File: src/rtl/mem_stage_if.sv
// mem_stage_if: execute/memory (XM) register handshake and payload feeding
// the memory-access stage.
//   master : XM register side (drives valid_i and the payload, sees ready_o)
//   slave  : mem_stage side (samples the payload, drives ready_o)
interface mem_stage_if;
  logic        valid_i;
  logic        ready_o;
  logic        zero_i;
  logic        ltz_i;
  logic [63:0] BranchPC_i;
  logic [63:0] result_i;
  logic [63:0] MuxRes_i;
  logic [4:0]  rd_i;
  logic        RegWrite_i;
  logic        MemWrite_i;
  logic        MemRead_i;
  logic        MemToReg_i;
  logic [2:0]  funct3_i;
  logic [2:0]  I_Type_i;

  modport master (
    output valid_i, zero_i, ltz_i, BranchPC_i, result_i, MuxRes_i, rd_i,
           RegWrite_i, MemWrite_i, MemRead_i, MemToReg_i, funct3_i, I_Type_i,
    input  ready_o
  );

  modport slave (
    input  valid_i, zero_i, ltz_i, BranchPC_i, result_i, MuxRes_i, rd_i,
           RegWrite_i, MemWrite_i, MemRead_i, MemToReg_i, funct3_i, I_Type_i,
    output ready_o
  );
endinterface

File: src/rtl/mem_stage.sv
// mem_stage: memory-access stage of the RV64 pipeline. Accepts one XM beat,
// resolves branches, issues loads/stores on the data-memory port and
// sign/zero-extends load data, presenting a registered valid/ready result
// toward the writeback register.
// Ports:
//   clk_i, reset_i      clock, synchronous active-high reset
//   xm                  XM handshake + payload (mem_stage_if.slave)
//   dmem_*              data-memory request/grant/response port
//   valid_o/ready_i     writeback-side handshake
//   rd_o, RegWrite_o, MemToReg_o, result_o, load_data_o   writeback payload
//   branch_taken_o, pipeline_flush_o, BranchPC_o           branch redirect
//   misalign_o          misaligned-access pulse
// Optional feature: define MEM_STAGE_MISALIGN_CHECK_EN to suppress misaligned
// accesses (no request, one-cycle misalign_o pulse, RegWrite_o forced to 0).
module mem_stage #(
  parameter logic [2:0] BranchType = 3'd3
) (
  input  logic        clk_i,
  input  logic        reset_i,
  mem_stage_if.slave  xm,
  output logic        dmem_req_o,
  output logic        dmem_we_o,
  output logic [63:0] dmem_addr_o,
  output logic [63:0] dmem_wdata_o,
  output logic [7:0]  dmem_be_o,
  input  logic        dmem_gnt_i,
  input  logic        dmem_rvalid_i,
  input  logic [63:0] dmem_rdata_i,
  output logic        valid_o,
  input  logic        ready_i,
  output logic [4:0]  rd_o,
  output logic        RegWrite_o,
  output logic        MemToReg_o,
  output logic [63:0] result_o,
  output logic [63:0] load_data_o,
  output logic        branch_taken_o,
  output logic        pipeline_flush_o,
  output logic [63:0] BranchPC_o,
  output logic        misalign_o
);

  typedef enum logic [2:0] {IDLE, REQ, WAIT, FULL, MIS} state_t;
  state_t state_q, state_d;

  logic        accept;
  logic        is_branch, br_cond, is_mem, mis_d;
  logic [2:0]  lane;
  logic [7:0]  size_mask, be_d;
  logic [63:0] rshift;
  logic [63:0] ext_data;

  logic [4:0]  rd_q;
  logic        rw_q, m2r_q, we_q, bt_q;
  logic [2:0]  lane_q, f3_q;
  logic [7:0]  be_q;
  logic [63:0] result_q, bpc_q, wdata_q, load_q;

  assign lane      = xm.result_i[2:0];
  assign is_branch = (xm.I_Type_i == BranchType);
  assign is_mem    = xm.MemRead_i | xm.MemWrite_i;

  always_comb begin
    br_cond = 1'b0;
    case (xm.funct3_i)
      3'b000:         br_cond = xm.zero_i;
      3'b001:         br_cond = !xm.zero_i;
      3'b100, 3'b110: br_cond = xm.ltz_i;
      3'b101, 3'b111: br_cond = !xm.ltz_i;
      default:        br_cond = 1'b0;
    endcase
  end

  always_comb begin
    size_mask = 8'h01;
    case (xm.funct3_i[1:0])
      2'd0: size_mask = 8'h01;
      2'd1: size_mask = 8'h03;
      2'd2: size_mask = 8'h0F;
      2'd3: size_mask = 8'hFF;
      default: size_mask = 8'h01;
    endcase
  end

  // Lanes past byte 7 simply fall off the top of the 8-bit mask.
  assign be_d = size_mask << lane;

`ifdef MEM_STAGE_MISALIGN_CHECK_EN
  logic lane_bad;
  always_comb begin
    lane_bad = 1'b0;
    case (xm.funct3_i[1:0])
      2'd0: lane_bad = 1'b0;
      2'd1: lane_bad = lane[0];
      2'd2: lane_bad = |lane[1:0];
      2'd3: lane_bad = |lane;
      default: lane_bad = 1'b0;
    endcase
  end
  assign mis_d      = is_mem & lane_bad;
  assign misalign_o = (state_q == MIS);
`else
  assign mis_d      = 1'b0;
  assign misalign_o = 1'b0;
`endif

  // Load extension works on the captured lane/size, not the live XM inputs.
  assign rshift = dmem_rdata_i >> {lane_q, 3'b000};
  always_comb begin
    ext_data = rshift;
    case (f3_q)
      3'b000:  ext_data = {{56{rshift[7]}},  rshift[7:0]};
      3'b001:  ext_data = {{48{rshift[15]}}, rshift[15:0]};
      3'b010:  ext_data = {{32{rshift[31]}}, rshift[31:0]};
      3'b011:  ext_data = rshift;
      3'b100:  ext_data = {56'd0, rshift[7:0]};
      3'b101:  ext_data = {48'd0, rshift[15:0]};
      3'b110:  ext_data = {32'd0, rshift[31:0]};
      default: ext_data = rshift;
    endcase
  end

  // FULL accepts a new beat in the same cycle it drains, keeping ALU ops at
  // one per cycle.
  assign xm.ready_o = (state_q == IDLE) || (state_q == FULL && ready_i);
  assign accept     = xm.valid_i && xm.ready_o;

  always_comb begin
    state_d = state_q;
    case (state_q)
      IDLE:    state_d = IDLE;
      REQ:     if (dmem_gnt_i) state_d = we_q ? FULL : WAIT;
      WAIT:    if (dmem_rvalid_i) state_d = FULL;
      MIS:     state_d = FULL;
      FULL:    if (ready_i) state_d = IDLE;
      default: state_d = IDLE;
    endcase
    if (accept) begin
      if (mis_d)       state_d = MIS;
      else if (is_mem) state_d = REQ;
      else             state_d = FULL;
    end
  end

  always_ff @(posedge clk_i) begin
    if (reset_i) begin
      state_q  <= IDLE;
      rd_q     <= '0;
      rw_q     <= 1'b0;
      m2r_q    <= 1'b0;
      we_q     <= 1'b0;
      bt_q     <= 1'b0;
      lane_q   <= '0;
      f3_q     <= '0;
      be_q     <= '0;
      result_q <= '0;
      bpc_q    <= '0;
      wdata_q  <= '0;
      load_q   <= '0;
    end else begin
      state_q <= state_d;
      bt_q    <= accept && is_branch && br_cond;
      if (accept) begin
        rd_q     <= xm.rd_i;
        rw_q     <= xm.RegWrite_i && (xm.rd_i != 5'd0) && !is_branch && !mis_d;
        m2r_q    <= xm.MemToReg_i;
        we_q     <= xm.MemWrite_i;
        lane_q   <= lane;
        f3_q     <= xm.funct3_i;
        be_q     <= be_d;
        result_q <= xm.result_i;
        bpc_q    <= xm.BranchPC_i;
        wdata_q  <= xm.MuxRes_i << {lane, 3'b000};
        load_q   <= '0;
      end else if (state_q == WAIT && dmem_rvalid_i) begin
        load_q <= ext_data;
      end
    end
  end

  assign dmem_req_o       = (state_q == REQ);
  assign dmem_we_o        = (state_q == REQ) && we_q;
  assign dmem_addr_o      = {result_q[63:3], 3'b000};
  assign dmem_wdata_o     = wdata_q;
  assign dmem_be_o        = be_q;
  assign valid_o          = (state_q == FULL);
  assign rd_o             = rd_q;
  assign RegWrite_o       = rw_q;
  assign MemToReg_o       = m2r_q;
  assign result_o         = result_q;
  assign load_data_o      = load_q;
  assign branch_taken_o   = bt_q;
  assign pipeline_flush_o = bt_q;
  assign BranchPC_o       = bpc_q;

endmodule

File: src/flat_wrapper.sv
// flat-port wrapper written by rule: the top's interface ports become plain ports
module mem_stage_flat 
#(
  parameter logic [2:0] BranchType = 3'd3
)
  (clk_i, reset_i, dmem_req_o, dmem_we_o, dmem_addr_o, dmem_wdata_o, dmem_be_o, dmem_gnt_i, dmem_rvalid_i, dmem_rdata_i, valid_o, ready_i, rd_o, RegWrite_o, MemToReg_o, result_o, load_data_o, branch_taken_o, pipeline_flush_o, BranchPC_o, misalign_o, xm_valid_i, xm_zero_i, xm_ltz_i, xm_BranchPC_i, xm_result_i, xm_MuxRes_i, xm_rd_i, xm_RegWrite_i, xm_MemWrite_i, xm_MemRead_i, xm_MemToReg_i, xm_funct3_i, xm_I_Type_i, xm_ready_o);
  mem_stage_if xm_i ();
  input  logic clk_i;
  input  logic reset_i;
  output logic dmem_req_o;
  output logic dmem_we_o;
  output logic [63:0] dmem_addr_o;
  output logic [63:0] dmem_wdata_o;
  output logic [7:0] dmem_be_o;
  input  logic dmem_gnt_i;
  input  logic dmem_rvalid_i;
  input  logic [63:0] dmem_rdata_i;
  output logic valid_o;
  input  logic ready_i;
  output logic [4:0] rd_o;
  output logic RegWrite_o;
  output logic MemToReg_o;
  output logic [63:0] result_o;
  output logic [63:0] load_data_o;
  output logic branch_taken_o;
  output logic pipeline_flush_o;
  output logic [63:0] BranchPC_o;
  output logic misalign_o;
  input wire logic [$bits(xm_i.valid_i)-1:0] xm_valid_i;
  input wire logic [$bits(xm_i.zero_i)-1:0] xm_zero_i;
  input wire logic [$bits(xm_i.ltz_i)-1:0] xm_ltz_i;
  input wire logic [$bits(xm_i.BranchPC_i)-1:0] xm_BranchPC_i;
  input wire logic [$bits(xm_i.result_i)-1:0] xm_result_i;
  input wire logic [$bits(xm_i.MuxRes_i)-1:0] xm_MuxRes_i;
  input wire logic [$bits(xm_i.rd_i)-1:0] xm_rd_i;
  input wire logic [$bits(xm_i.RegWrite_i)-1:0] xm_RegWrite_i;
  input wire logic [$bits(xm_i.MemWrite_i)-1:0] xm_MemWrite_i;
  input wire logic [$bits(xm_i.MemRead_i)-1:0] xm_MemRead_i;
  input wire logic [$bits(xm_i.MemToReg_i)-1:0] xm_MemToReg_i;
  input wire logic [$bits(xm_i.funct3_i)-1:0] xm_funct3_i;
  input wire logic [$bits(xm_i.I_Type_i)-1:0] xm_I_Type_i;
  output wire logic [$bits(xm_i.ready_o)-1:0] xm_ready_o;
  assign xm_i.valid_i = xm_valid_i;
  assign xm_i.zero_i = xm_zero_i;
  assign xm_i.ltz_i = xm_ltz_i;
  assign xm_i.BranchPC_i = xm_BranchPC_i;
  assign xm_i.result_i = xm_result_i;
  assign xm_i.MuxRes_i = xm_MuxRes_i;
  assign xm_i.rd_i = xm_rd_i;
  assign xm_i.RegWrite_i = xm_RegWrite_i;
  assign xm_i.MemWrite_i = xm_MemWrite_i;
  assign xm_i.MemRead_i = xm_MemRead_i;
  assign xm_i.MemToReg_i = xm_MemToReg_i;
  assign xm_i.funct3_i = xm_funct3_i;
  assign xm_i.I_Type_i = xm_I_Type_i;
  assign xm_ready_o = xm_i.ready_o;
  mem_stage #(.BranchType(BranchType)) u_core (.clk_i(clk_i), .reset_i(reset_i), .xm(xm_i), .dmem_req_o(dmem_req_o), .dmem_we_o(dmem_we_o), .dmem_addr_o(dmem_addr_o), .dmem_wdata_o(dmem_wdata_o), .dmem_be_o(dmem_be_o), .dmem_gnt_i(dmem_gnt_i), .dmem_rvalid_i(dmem_rvalid_i), .dmem_rdata_i(dmem_rdata_i), .valid_o(valid_o), .ready_i(ready_i), .rd_o(rd_o), .RegWrite_o(RegWrite_o), .MemToReg_o(MemToReg_o), .result_o(result_o), .load_data_o(load_data_o), .branch_taken_o(branch_taken_o), .pipeline_flush_o(pipeline_flush_o), .BranchPC_o(BranchPC_o), .misalign_o(misalign_o));
endmodule
File: config.mk
export PLATFORM = sky130hd
export DESIGN_NAME = mem_stage_flat
export DESIGN_NICKNAME = d
export VERILOG_FILES = /design/src/rtl/mem_stage_if.sv /design/src/rtl/mem_stage.sv /design/src/flat_wrapper.sv
export SDC_FILE = /design/constraint.sdc
export NUM_CORES = 1
export LEC_CHECK = 0
export CORE_AREA = 2 2 244 246
export CTS_CLUSTER_SIZE = 20
export DETAILED_ROUTE_END_ITERATION = 8
export DIE_AREA = 0 0 246 248
export DONT_BUFFER_PORTS = 1
export GPL_ROUTABILITY_DRIVEN = 0
export GPL_TIMING_DRIVEN = 0
export PLACE_DENSITY = 0.46
export SLEW_MARGIN = 25
export SYNTH_ARGS = -nofsm -noshare
export SYNTH_HDL_FRONTEND = slang
export SYNTH_SLANG_ARGS = --single-unit
File: constraint.sdc
create_clock -name clk_i -period 2.6 [get_ports clk_i]
set_input_delay 0.39 -clock clk_i [delete_from_list [all_inputs] [get_ports clk_i]]
set_output_delay 0.39 -clock clk_i [all_outputs]
set_load 0.01 [all_outputs]
Word level (Yosys, flattened, before mapping)
Cells that the tools add are included.
{"block": "totals", "elab_cells": 69, "reg_bits": 282}
{"block": "op_classes", "eq_ne": 21, "n_mux": 10, "shift": 3, "bitwise": 1, "reduce_logical": 21}
{"op": "64-bit case mux with 6 select lines", "n": 1}
{"op": "64-bit by 6-bit << shifter with 64-bit output", "n": 1}
{"op": "64-bit by 6-bit >> shifter with 64-bit output", "n": 1}
{"op": "8-bit case mux with 4 select lines", "n": 1}
{"op": "3-bit == test, second input constant", "n": 8}
{"op": "3-bit by 2-bit == test with 1-bit output, second input constant", "n": 4}
{"op": "3-bit two-way mux", "n": 4}
{"op": "3-bit case mux with 4 select lines", "n": 1}
{"op": "3-bit by 1-bit == test with 1-bit output, second input constant", "n": 3}
{"op": "3-bit zero test", "n": 3}
{"op": "1-bit logical AND", "n": 8}
{"op": "8-bit by 3-bit << shifter with 8-bit output", "n": 1}
{"op": "3-bit by 1-bit != test with 1-bit output, second input constant", "n": 2}
{"op": "2-bit OR reduction", "n": 3}
{"op": "5-bit nonzero test", "n": 1}
{"op": "2-bit == test, second input constant", "n": 2}
{"op": "1-bit case mux with 4 select lines", "n": 1}
{"op": "1-bit zero test", "n": 3}
{"op": "3-bit by 2-bit != test with 1-bit output, second input constant", "n": 1}
{"op": "3-bit AND reduction", "n": 1}
{"op": "2-bit by 1-bit == test with 1-bit output, second input constant", "n": 1}
{"op": "2-bit zero test", "n": 1}
{"op": "2-bit two-way mux", "n": 1}
{"op": "1-bit logical OR", "n": 1}
{"op": "other kinds (2)", "n": 2}

Longest topological paths before layout
{"block": "depth", "word_depth": 6, "depth_mapped": 10, "mapped_depth_nobuf": 7}

Worst setup path before layout
No wires, ideal clock.
{"block": "synth_timing", "kind": "reg2reg", "from": "register u_core.state_q[0]", "to": "register u_core.wdata_q[0], in the netlist u_core.dmem_wdata_o[0]", "arrival_ps": 1951, "n_path_buf": 1, "path_stages_with_launch": 8, "setup_slack_ps": 588, "setup_time_ps": 60, "path_cell_list": "dfxtp_1 -> ha_1 -> a21o_1 -> nand2_1 -> or3_1 -> clkbuf_1 -> nor3_2 -> a22o_1"}
{"block": "synth_between", "elab_chain_len": 4, "word_cells_on_any_way": 5, "cone_classes": "eq/ne (1); reduce/logical (4)"}
{"item": "from (decl)", "line": "mem_stage.sv:43", "text": "state_t state_q, state_d;"}
{"item": "from (signal assigned)", "line": "mem_stage.sv:160", "text": "state_q <= state_d;"}
{"item": "3-bit by 2-bit == test with 1-bit output"}
{"item": "net valid_o", "line": "flat_wrapper.sv:18", "text": "output logic valid_o;"}
{"item": "1-bit logical AND", "line": "mem_stage.sv:124", "text": "assign xm.ready_o = (state_q == IDLE) || (state_q == FULL && ready_i);"}
{"item": "1-bit logical OR", "line": "mem_stage.sv:124"}
{"item": "net xm_ready_o", "line": "flat_wrapper.sv:42", "text": "output wire logic [$bits(xm_i.ready_o)-1:0] xm_ready_o;"}
{"item": "1-bit logical AND", "line": "mem_stage.sv:125", "text": "assign accept = xm.valid_i && xm.ready_o;"}
{"item": "to (signal assigned)", "line": "mem_stage.sv:172", "text": "wdata_q <= xm.MuxRes_i << {lane, 3'b000};"}
{"item": "to (decl)", "line": "mem_stage.sv:56", "text": "logic [63:0] result_q, bpc_q, wdata_q, load_q;"}
The timed path passes the listed nets, and every way through them passes these cells.
A chain may end at the register's enable or synchronous reset.

==> results by group <==
Status
  • Status: finished clean

Clock network
  • Clock-pin slew on the worst setup and hold paths: 0.06 ns
  • Worst-skew pair later-pin latency: 0.54 ns
  • H-tree depth: 2
  • Clock buffer count from CTS: 34
  • TritonCTS clock tree: yes
  • Sink Count: 278
  • Maximum clock path buffer count: 3
  • CTS Root Cell: clkbuf_16

Global routing
  • First-pass GRT wire length: 91600 µm
  • Initial antenna violation count: 6
  • GRT overflow: 0
  • Largest net degree at the start of global routing: 13
  • GRT Util Overall: 20.3%
  • Vias in the first global route: 13.0k

Yosys
  • Cell taking the most area after synthesis: dfxtp_1
  • Most common cell in the netlist: nand2_1
  • Combinational family with the most area after synthesis: compound AO/OA/AOI/OAI gates
  • Post-Synth XOR/XNOR Area: 0.130%
  • Post-synth top flop: dfxtp_1
  • Most common library cells after synthesis: nand2_1, dfxtp_1, a21oi_1
  • Mean Syn Cell Area: 8.10 µm²
  • Post-synthesis async set-or-reset flop share: 0%
  • Synth top area share: 41.3%
  • Mux share of post-synthesis cell area: 12.0%
  • Post-Synth Simple-Gate Area: 17.4%
  • Sequential share of the synthesized area: 41.3%
  • Synth cell types: 56
  • Synth Register Bits: 278
  • EDFF count, synth: 0
  • Synthesized instance count: 1664
  • Post-Synth Adder-Cell Area: 0.371%
  • Synth Cell Area: 13500 µm²
  • Warnings, synthesis: 0
  • Top cells by area, synth: dfxtp_1, nand2_1, a21oi_1, mux2i_1, a211oi_1
  • Synth Area in Compound Gates: 20.3%

Floorplanning
  • Io pins: 621
  • Die Span Y: 248 µm
  • Initial Utilization: 23.1%
  • Site row count: 89
  • Die footprint: 61000 µm²
  • Core Region: 58500 µm²
  • Die X: 246 µm

Setup path
  • Buf/Inv on CP: 4
  • Slowest CP cell: clkbuf_1
  • Worst path depth: 7
  • CP Capture Type: flop
  • R2r setup slk: 0.1 ns
  • CP startpoint: u_core.result_o[2]
  • Worst setup endpoint: u_core.load_data_o[5]
  • Reg-to-Reg Start: u_core.result_o[2]
  • Startpoint type of the worst setup path: flop
  • Critical Path, Cell by Cell: buf_2 -> buf_2 -> buf_2 -> clkbuf_1 -> a211oi_1 -> a211oi_1 -> nor3_1
  • Top Family by Delay on Critical Path: buffers and inverters
  • CP required: 3.01 ns
  • CP peak stage delay: 0.52 ns
  • Reg2reg path depth: 7
  • Crit path top cell by count: buf_2
  • Worst-path maximum fanout: 10
  • Crit path DAT: 2.91 ns
  • R2R Path End: u_core.load_data_o[5]
  • Crit path kind: flop to flop

STA
  • Worst slew margin: 35.2%
  • RSZ-0062 raised after global routing: yes
  • Fin crit share: 96.3%
  • Crit path time final: 2.50 ns
  • Final setup margin: 0.0951 ns
  • Slew @ Worst Pin: 0.972 ns
  • Final hold vios: 0
  • Final max-slew violation count: 0
  • # setup viols final: 0
  • Clk_skew: 0.0209 ns
  • Max Freq: 399 MHz

Drt
  • WL/cell: 24.9 µm
  • Vias post-DR: 13.3k
  • Pre-antenna DRT Iters: 5
  • Routed wire length: 66000 µm
  • Vias per inst: 5.02
  • Post-DRT Antenna Nets: 0
  • DR iter-0 viols: 996
  • Detailed-route DRC error count: 0

Finish
  • Share of cells above drive strength 1: 12.9%
  • Finished Layout Cells: 2647
  • Area growth, synth to finish: 26.6%
  • Final net count: 2131

Placed design
  • IO Port Bufs: 0
  • # placed instances: 2440
  • Place WS: -1.23 ns
  • Placed wire-length estimate: 52200 µm

Min path
  • Hold/Removal Path Class: input pin to flop
  • Hold Path Depth: 2

Power and ir drop
  • Total power per unit cell area: 712 nW/µm²
  • Pleak: 6.33 nW
  • Max VDD drop: 0.000506 V
  • Final total power: 12.2 mW

Job
  • Max cap viols: 0
cell type report:
| class | count | area [µm²] |
|---|---|---|
| antenna | 5 | 12.5 |
| clock buffer | 44 | 908 |
| multi-input combinational | 1176 | 6830 |
| clock inverter | 13 | 140 |
| timing repair buffer | 147 | 1480 |
| fill | 6320 | 41400 |
| sequential | 278 | 5570 |
| buffer | 204 | 1130 |
| tap | 773 | 967 |
| inverter | 7 | 26.3 |
stage by stage:
step	setup TNS, ns	hold slack, ns	utilization (%)	cell area (µm²)
finish	0	0.0444	29.2	17100
global placement	-71.87	0.453	24.7	14500
CTS	-0.0726	0.0115	29.1	17000
floorplan	0	0.432	-	13500
global route	-0.00201	0.0273	29.2	17100
detailed placement	-82.78	0.457	24.7	14500
state kept, by name, indices dropped and copies added, names as in the netlist, 2 cells and up:
signal,flops
u_core.BranchPC_o,64
u_core.dmem_be_o,8
u_core.dmem_wdata_o,64
u_core.f3_q,3
u_core.load_data_o,64
u_core.rd_o,5
u_core.result_o,64
u_core.state_q,2
how the worst min path moves through the flow:
stage,from,end,slack [ns]
2_1_floorplan,u_core.we_q,u_core.we_q,0.43
3_3_place_gp,u_core.we_q,u_core.we_q,0.45
3_5_place_dp,u_core.we_q,u_core.we_q,0.46
4_1_cts,xm_BranchPC_i[5],u_core.BranchPC_o[5],0.01
5_1_grt,xm_BranchPC_i[5],u_core.BranchPC_o[5],0.03
6_report,xm_BranchPC_i[5],u_core.BranchPC_o[5],0.04
power breakdown:
group / internal (mW) / leakage (nW) / switching [mW]
sequential: 4.60 / 2.27 / 0.487
clock: 2.67 / 0.515 / 1.94
combinational: 0.940 / 3.54 / 1.52
logic make-up (layout without fill, tap and decap cells):
group	Yosys count	after routing
AOI/OAI and AO/OA	463	463
xor gates and xnor gates	2	2
adders and majority gates	4	4
buffers and inverters	213	415
DFF	278	278
muxes	139	139
other	1	9
and+or+nand+nor	564	564
layer usage:
metal  track usage [%]  vias to the layer above  part of all wire [%]
li1                  -                     6080                     -
met1              25.3                     6416                    40
met2              33.2                      689                    47
met3              6.39                      116                    10
met4              7.06                        0                   3.1
met5                 0                        -                     0
cells in the final DEF (no fill, tap or decap), types with 23 or more instances in the layout:
cell             n
a211oi_1        68
a21oi_1        228
buf_2           27
buf_4           72
clkbuf_1        82
clkbuf_16       34
dfxtp_1        278
dlygate4sd3_1  142
mux2_2          30
mux2i_1         93
nand2_1        342
nor2_1         123
nor2b_1         23
nor3_1          30
o21ai_0         96
timing repair:
action | CTS | global route
cloned | 0 | 0
pin swaps | 1 | 1
setup endpoints to repair | 269 | 65
hold buffers | 142 | 0
buffers inserted | 1 | 4
gates resized for setup | 22 | 15
hold endpoints to repair | 142 | 0
Power figures use the tool's default switching activity.
